$ cat src/rtl/m2_job_loader.sv
// rtl/m2_job_loader.sv - loads a 16-word job into header RAM and paces go_m2 pulses per nonce
module m2_job_loader #(
  parameter int unsigned HASH_CYCLES = 24,
  parameter int unsigned NONCE_IDX   = 3
) (
  input  logic        clk_h,
  input  logic        rst_n,
  input  logic        abort,
  input  logic [31:0] in_data,
  input  logic        in_valid,
  output logic        in_ready,
  input  logic [31:0] hash_count,
  output logic        hdr_wr_en,
  output logic [3:0]  hdr_wr_addr,
  output logic [31:0] hdr_wr_data,
  output logic        go_m2,
  output logic        start_stop,
  output logic        busy,
  output logic        done,
  output logic [31:0] nonce_cur
);

  typedef enum logic [2:0] {
    S_IDLE,
    S_LOAD,
    S_GO,
    S_WAIT,
    S_BUMP,
    S_FIN
  } state_t;

  // The final pass waits one extra cycle because FIN replaces both BUMP and GO.
  localparam logic [7:0] WAIT_BUMP = 8'(HASH_CYCLES - 3);
  localparam logic [7:0] WAIT_FIN  = 8'(HASH_CYCLES - 2);
  localparam logic [3:0] NIDX      = 4'(NONCE_IDX);

  state_t      state, state_nx;
  logic [3:0]  widx, widx_nx;
  logic [31:0] remain, remain_nx;
  logic [7:0]  wcnt, wcnt_nx;
  logic [31:0] nonce_q, nonce_nx;
  logic        rdy_q;
  logic        run_q, run_nx;
  logic        wr_en_nx;
  logic [3:0]  wr_addr_nx;
  logic [31:0] wr_data_nx;
  logic        go_nx;
  logic        done_nx;
  logic        accept;

  assign in_ready   = rdy_q & ~abort;
  assign accept     = in_valid & in_ready;
  assign busy       = (state != S_IDLE);
  assign start_stop = run_q;
  assign nonce_cur  = nonce_q;

  always_comb begin
    state_nx   = state;
    widx_nx    = widx;
    remain_nx  = remain;
    wcnt_nx    = wcnt;
    nonce_nx   = nonce_q;
    run_nx     = run_q;
    wr_en_nx   = 1'b0;
    wr_addr_nx = hdr_wr_addr;
    wr_data_nx = hdr_wr_data;
    go_nx      = 1'b0;
    done_nx    = 1'b0;

    case (state)
      S_IDLE: begin
        run_nx = 1'b0;
        if (accept) begin
          wr_en_nx   = 1'b1;
          wr_addr_nx = 4'd0;
          wr_data_nx = in_data;
          remain_nx  = hash_count;
          widx_nx    = 4'd1;
          if (NIDX == 4'd0) nonce_nx = in_data;
          state_nx   = S_LOAD;
        end
      end
      S_LOAD: begin
        if (accept) begin
          wr_en_nx   = 1'b1;
          wr_addr_nx = widx;
          wr_data_nx = in_data;
          widx_nx    = widx + 4'd1;
          if (widx == NIDX) nonce_nx = in_data;
          if (widx == 4'd15) state_nx = (remain == 32'd0) ? S_FIN : S_GO;
        end
      end
      S_GO: begin
        go_nx     = 1'b1;
        run_nx    = 1'b1;
        remain_nx = remain - 32'd1;
        wcnt_nx   = 8'd0;
        state_nx  = S_WAIT;
      end
      S_WAIT: begin
        if (remain == 32'd0) begin
          if (wcnt == WAIT_FIN) state_nx = S_FIN;
          else                  wcnt_nx  = wcnt + 8'd1;
        end else begin
          if (wcnt == WAIT_BUMP) state_nx = S_BUMP;
          else                   wcnt_nx  = wcnt + 8'd1;
        end
      end
      S_BUMP: begin
        wr_en_nx   = 1'b1;
        wr_addr_nx = NIDX;
        wr_data_nx = nonce_q + 32'd1;
        nonce_nx   = nonce_q + 32'd1;
        state_nx   = S_GO;
      end
      S_FIN: begin
        done_nx  = 1'b1;
        run_nx   = 1'b0;
        state_nx = S_IDLE;
      end
      default: state_nx = S_IDLE;
    endcase

    // Cancel kills anything decided this cycle; already-registered outputs still land.
    if (abort) begin
      state_nx = S_IDLE;
      nonce_nx = nonce_q;
      wr_en_nx = 1'b0;
      go_nx    = 1'b0;
      done_nx  = 1'b0;
      run_nx   = 1'b0;
    end
  end

  always_ff @(posedge clk_h or negedge rst_n) begin
    if (!rst_n) begin
      state       <= S_IDLE;
      widx        <= 4'd0;
      remain      <= 32'd0;
      wcnt        <= 8'd0;
      nonce_q     <= 32'd0;
      rdy_q       <= 1'b0;
      run_q       <= 1'b0;
      hdr_wr_en   <= 1'b0;
      hdr_wr_addr <= 4'd0;
      hdr_wr_data <= 32'd0;
      go_m2       <= 1'b0;
      done        <= 1'b0;
    end else begin
      state       <= state_nx;
      widx        <= widx_nx;
      remain      <= remain_nx;
      wcnt        <= wcnt_nx;
      nonce_q     <= nonce_nx;
      rdy_q       <= (state_nx == S_IDLE) || (state_nx == S_LOAD);
      run_q       <= run_nx;
      hdr_wr_en   <= wr_en_nx;
      hdr_wr_addr <= wr_addr_nx;
      hdr_wr_data <= wr_data_nx;
      go_m2       <= go_nx;
      done        <= done_nx;
    end
  end

endmodule

$ cat config.mk
export PLATFORM = sky130hd
export DESIGN_NAME = m2_job_loader
export DESIGN_NICKNAME = d
export VERILOG_FILES = /design/src/rtl/m2_job_loader.sv
export SDC_FILE = /design/constraint.sdc
export NUM_CORES = 1
export LEC_CHECK = 0
export ABC_AREA = 0
export CORE_AREA = 2 2 123 172
export CTS_CLUSTER_SIZE = 30
export DETAILED_ROUTE_END_ITERATION = 10
export DIE_AREA = 0 0 125 174
export GPL_ROUTABILITY_DRIVEN = 0
export MAX_ROUTING_LAYER = met4
export PLACE_DENSITY_LB_ADDON = 0.08
export SYNTH_ARGS = -nofsm -noshare
export SYNTH_HDL_FRONTEND = slang
export SYNTH_SLANG_ARGS = --single-unit
$ cat constraint.sdc
create_clock -name clk_h -period 3.4 [get_ports clk_h]
set_input_delay 1.02 -clock clk_h [delete_from_list [all_inputs] [get_ports clk_h]]
set_output_delay 1.02 -clock clk_h [all_outputs]
set_load 0.01 [all_outputs]
### After elaboration in Yosys (flattened, before gate mapping)

Cells that the tools add are included.

* flip-flop bits (word level): 120
* input port bits: 68
* output and inout port bits: 74
* logic and storage cells: 90

* add/sub/neg operators: 4
* eq/ne operators: 16
* muxes and demuxes: 35
* bitwise gates (word level): 3
* reduce and logical (&&, ||, !) cells: 20

Operators with widths (count)
* 32-bit one-hot mux with 2 select lines: 3
* 32-bit 2-to-1 mux: 4
* 32-bit by 1-bit adder with 32-bit output (second input constant): 1
* 32-bit logical NOT: 1
* 32-bit by 1-bit subtractor with 32-bit output (second input constant): 1
* 3-bit 2-to-1 mux: 8
* 8-bit 2-to-1 mux: 3
* 8-bit by 5-bit == test with 1-bit output (second input constant): 2
* 4-bit 2-to-1 mux: 4
* 8-bit one-hot mux with 2 select lines: 1
* 3-bit one-hot mux with 5 select lines: 1
* 4-bit one-hot mux with 3 select lines: 1
* 2-bit nonzero test: 5
* 3-bit AND reduction: 3
* 3-bit nonzero test: 3
* 8-bit by 1-bit adder with 8-bit output (second input constant): 1
* 4-bit one-hot mux with 2 select lines: 1
* 1-bit 2-to-1 mux: 7
* 3-bit by 1-bit == test with 1-bit output (second input constant): 2
* 3-bit by 2-bit == test with 1-bit output (second input constant): 2
* 3-bit == test (second input constant): 2
* 3-bit logical NOT: 2
* 2-bit inequality test (second input constant): 3
* 3-bit inequality test (second input constant): 2
* 11 further kinds: 15

### Depth between registers and ports, before layout

* depth in word-level cells: 8
* depth in mapped cells: 8
* depth with buffers taken out: 7

### Worst setup path after synthesis

No wires, ideal clock.

* path type: input -> register
* from: in abort
* to: reg nonce_q[23] (netlist: nonce_cur[23])
* setup time: 0.129 ns
* arrival: 2.262 ns
* required time: 3.271 ns
* setup slack: 1.009 ns
* stages on the path: 6
* buffers on the path: 1
* path through: and3b_1 -> nand4_1 -> o21ai_2 -> clkbuf_1 -> o21ai_0 -> o2bb2ai_1

* longest elaborated chain between the ends: 5

Ends and longest elaborated chain
* start, declared: RTL line 8 `input logic abort,`
* 1-bit NOT (no source line) (*)
* 1-bit bitwise AND: RTL line 51 `assign in_ready = rdy_q & ~abort;`
* 1-bit bitwise AND: RTL line 52 `assign accept = in_valid & in_ready;`
* 2-bit inequality test (no source line)
* 4-bit AND reduction (no source line) (*)
* end signal, assigned: RTL line 154 `nonce_q <= nonce_nx;`
* end, declared: RTL line 41 `logic [31:0] nonce_q, nonce_nx;`

Mark *: on every way between the ends. The rest lies on a longest branch, timed or not.
A chain may end at the register's enable or synchronous reset.

### Worst setup path after layout

* from: in abort
* to: out in_ready

* longest elaborated chain between the ends: 2

Ends and longest elaborated chain
* 1-bit NOT (no source line)
* 1-bit bitwise AND: RTL line 51
* end, declared: RTL line 11 `output logic in_ready,`

No other way between the ends.

==> results.txt <==
The share of post-route cells with drive strength above 1 came out at around 9.6%. The number of enable flip-flop cells after synthesis is 0. The portion of the post-synthesis area used by sequential elements is between 40% and 50%.

The CTS root buffer is clkbuf_16. After layout, the worst path uses slightly above 90% of the clock period. The number of cells produced by synthesis came out at a little under 800. The accumulated negative setup slack is 0 ns. The max-capacitance violation count is 0.

The main combinational cell family by area after synthesis is simple AND/OR/NAND/NOR gates. The wire length after detailed routing is 21400 um. The total number of vias is about 6500.

In the synthesized netlist the async set-or-reset flop fraction comes to 100%. met2 is the most crowded layer. The hold buffer count at cts is 0.

The post-CTS repair timing setup buffer count is 0. STA puts the critical path data arrival time at between 2 and 2.5 ns. The die outline area came out at ~22000 um2.

The worst-case headroom to the max-slew limit came out at a little over half. The number of diodes added for antenna fixing came out at 0. Walking the worst path, the cells encountered are clkdlybuf4s50_1 > nor2b_1 > clkdlybuf4s50_1. The area growth from synthesis to layout is 33.4%. The peak clock frequency supported by timing came out at between 0.3 and 0.4 GHz. The simple logic cell fraction of the synthesized area is between 20% and 30%. The slowest stage of the critical path belongs to the cell clkdlybuf4s50_1. The synthesized-area fraction occupied by ao, oa, aoi and oai cells came out at between 15 and 20%. In this run the standard cell core region covers 20300 um2. The classification of the worst-slack hold path is reg2reg. The initial standard-cell utilization of the core is about a third. The post-route worst setup slack came out at approximately 0.28 ns. The average wire length per cell after detail routing came out at roughly 18 um. The startpoint-to-endpoint class of the critical path is in2out. Among all flip-flop cells after synthesis, the most frequent one is dfrtp_1. The setup slack after placement came out at about 0.28 ns.

STA puts the critical path data required time at 2.38 ns. For this block, the initial DRC count from the detailed router was between 400 and 500. The unique cell type count in the Yosys netlist came out at 73. In this run the remaining antenna-violating nets after routing total 0.

STA classifies the critical path startpoint as an input pin. The number of antenna violations at the first check in global routing came to 0. The per-cell via count in the routed design is 5.47. The minimum clock period after layout came out at approximately 3.1 ns. The sum of net half-perimeters after detailed placement came out at 15200 um. At the pin with the least slew margin, the transition time is just over 0.7 ns. During placement, the flow inserted port buffers numbering ~140. TritonCTS built the clock tree.

The synthesized-area fraction occupied by adder cells is 1.26%. Setup repair after global routing left no endpoint under its margin. The multiplexer share of the synthesized area is around 3.8%.

The detailed-routing iteration count for the pre-antenna-repair pass is 5. The clock insertion delay at the later pin of the skew report is about 0.42 ns. The clock slew at the register clock pins of the worst setup and hold paths came out at 0.05 ns. The number of remaining DRC errors is 0. Leaving out fill and tap cells, the most frequent cells in the layout are clkdlybuf4s50_1 (140), dfrtp_1 (120), nand2_1 (113). The number of standard-cell rows in the floorplan is just over 60.

Summing the areas of all xor and xnor instances in the mapped netlist gives under 10% of the synthesized area. The first global-routing pass estimated around 36000 um of wire. The quantity of gates resized following cts is 0.

By instance count, the cell type seen most on the critical path is clkdlybuf4s50_1. The clock sink count came out at 120. On the worst path, the slowest cell contributes a delay of around 0.54 ns. CTS built an H-tree with a depth of 4.

The clock passes through at most 2 buffers. The library cell used most frequently in the layout, excluding fill and tap cells, is clkdlybuf4s50_1. The via count of the first global-routing pass is 6657. The total overflow reported by the global router is 0. The final count of pins violating max slew came out at 0.

The count of endpoints failing setup in the final report came out at 0. The net count of the mapped netlist is a little under 900. The worst setup path is captured at an output pin. The peak supply drop is approximately 320 uV. The setup slack of the most critical reg-to-reg path is approximately 0.8 ns.

The power per standard cell area came out at 498 nW/um2. The number of flip-flops and latches in the synthesized netlist is 120. The leakage power total is approximately 0.0038 uW.

The number of synthesis warnings came out at 0. The flow ran to the end, and the final reports show no timing, DRC or antenna violations. The met3 usage in global routing is approximately 3.7%. The met2 track utilization from global routing came out at between 30 and 40%. The number of nets in the final layout is 998.

Averaged over all synthesized cells, the footprint is ~8.8 um2. Among cell families on the critical path, the largest total delay comes from buffers and inverters. The clock arrives with 0.0107 ns of skew. The total buffers and inverters traversed by the critical path came out at 2.

Entering global routing, the biggest net connects 63 pins. The total CTS buffers came out at 17. In this run the worst path has a maximum fanout of 2. The hold violation total from the final report came out at 0. Global routing used between 20% and 30% of the available tracks across all layers.

The die is ~170 um tall. Global routing used about 23% of the available met1 tracks. Measured along the x axis, the die boundary spans about 130 um. approximately 140 I/O pins were placed.

After synthesis the cells add up to 6970 um2.
-- power by group --
| part | leakage (uW) | internal, uW | switching (uW) | total, uW |
|---|---|---|---|---|
| logic | 0.00200 | 524 | 387 | 911 |
| registers | 0.00148 | 1630 | 269 | 1900 |
| clock network | 0.000296 | 1170 | 653 | 1820 |
-- layer usage --
layer	vias up	share of wire, %
li1	3165	-
met1	3143	41
met2	178	52
met3	38	4.3
met4	0	2.5
met5	-	0
-- cell usage after synthesis (5+ instances only) --
library cell / n / area, um2
clkbuf_1: 41 / 154
a311oi_1: 5 / 43.8
ha_1: 7 / 87.6
a31oi_1: 13 / 81.3
or3_1: 8 / 50.1
inv_1: 16 / 60.1
buf_1: 6 / 22.5
o211ai_1: 11 / 82.6
a22oi_1: 7 / 52.6
or4_1: 6 / 45.0
and3_1: 12 / 75.1
nand3_1: 36 / 180
o21ai_0: 46 / 230
a21oi_1: 35 / 175
a22o_1: 6 / 52.6
nor3_1: 24 / 120
o22ai_1: 5 / 31.3
nor2_1: 76 / 285
mux2_2: 19 / 214
xnor2_1: 20 / 175
nor4_1: 18 / 113
mux2i_1: 5 / 50.1
xor2_1: 15 / 131
nand4_1: 18 / 113
dfrtp_1: 120 / 3000
nand2_1: 114 / 428
and4_1: 9 / 78.8
-- stage by stage --
step	power, uW	utilization, %	hold slack (ns)	instance area (um2)	instances
floorplan	2300	-	0.474	6970	796
global placement	2810	42.8	0.483	8700	1160
detailed placement	2840	42.8	0.483	8700	1160
CTS	4690	45.7	0.504	9290	1192
global route	4880	45.7	0.528	9290	1192
finish	4630	45.7	0.497	9290	1192
-- sequential cells by signal, indices dropped and copies added (netlist names) --
name	flops
widx	4
go_m2	1
state	3
wcnt	8
start_stop	1
rdy_q	1
done	1
hdr_wr_data	32
remain	32
nonce_cur	32
hdr_wr_addr	4
hdr_wr_en	1
-- kinds of logic (layout without fill, tap and decap cells) --
logic type | after synthesis | count (layout)
buffers and inverters | 70 | 210
and+or+nand+nor | 354 | 354
DFF | 120 | 120
muxes | 24 | 24
xor gates and xnor gates | 35 | 35
adders and majority gates | 7 | 7
AOI/OAI and AO/OA | 186 | 186
-- worst min-delay path, stage by stage (launching register included) --
cell	delay [ns]
dfrtp_1	0.35
nand2_1	0.06
nand2_1	0.06
-- worst paths after layout --
| kind | startpoint | to | cells past startpoint |
|---|---|---|---|
| setup / recovery | abort | in_ready | 3 |
| hold / removal | hdr_wr_addr[2]$_DFFE_PN0P_ | hdr_wr_addr[2]$_DFFE_PN0P_ | 2 |
| setup reg to reg | state[2]$_DFF_PN0_ | remain[9]$_DFFE_PN0P_ | 5 |
| hold reg to reg | hdr_wr_addr[2]$_DFFE_PN0P_ | hdr_wr_addr[2]$_DFFE_PN0P_ | 2 |
| max in group asynchronous | rst_n | hdr_wr_data[22]$_DFFE_PN0P_ | 2 |
| min in group asynchronous | rst_n | hdr_wr_data[1]$_DFFE_PN0P_ | 1 |
-- area by class of cell --
class	instances	area (um2)
flip-flops and latches	120	3000
clock buffers	24	502
well taps	256	320
inverters	17	63.8
multi-input cells	606	3700
fillers	2014	11000
clock inverters	8	92.6
repair buffers	161	1610
No activity file was read; power rests on OpenSTA's default activity.
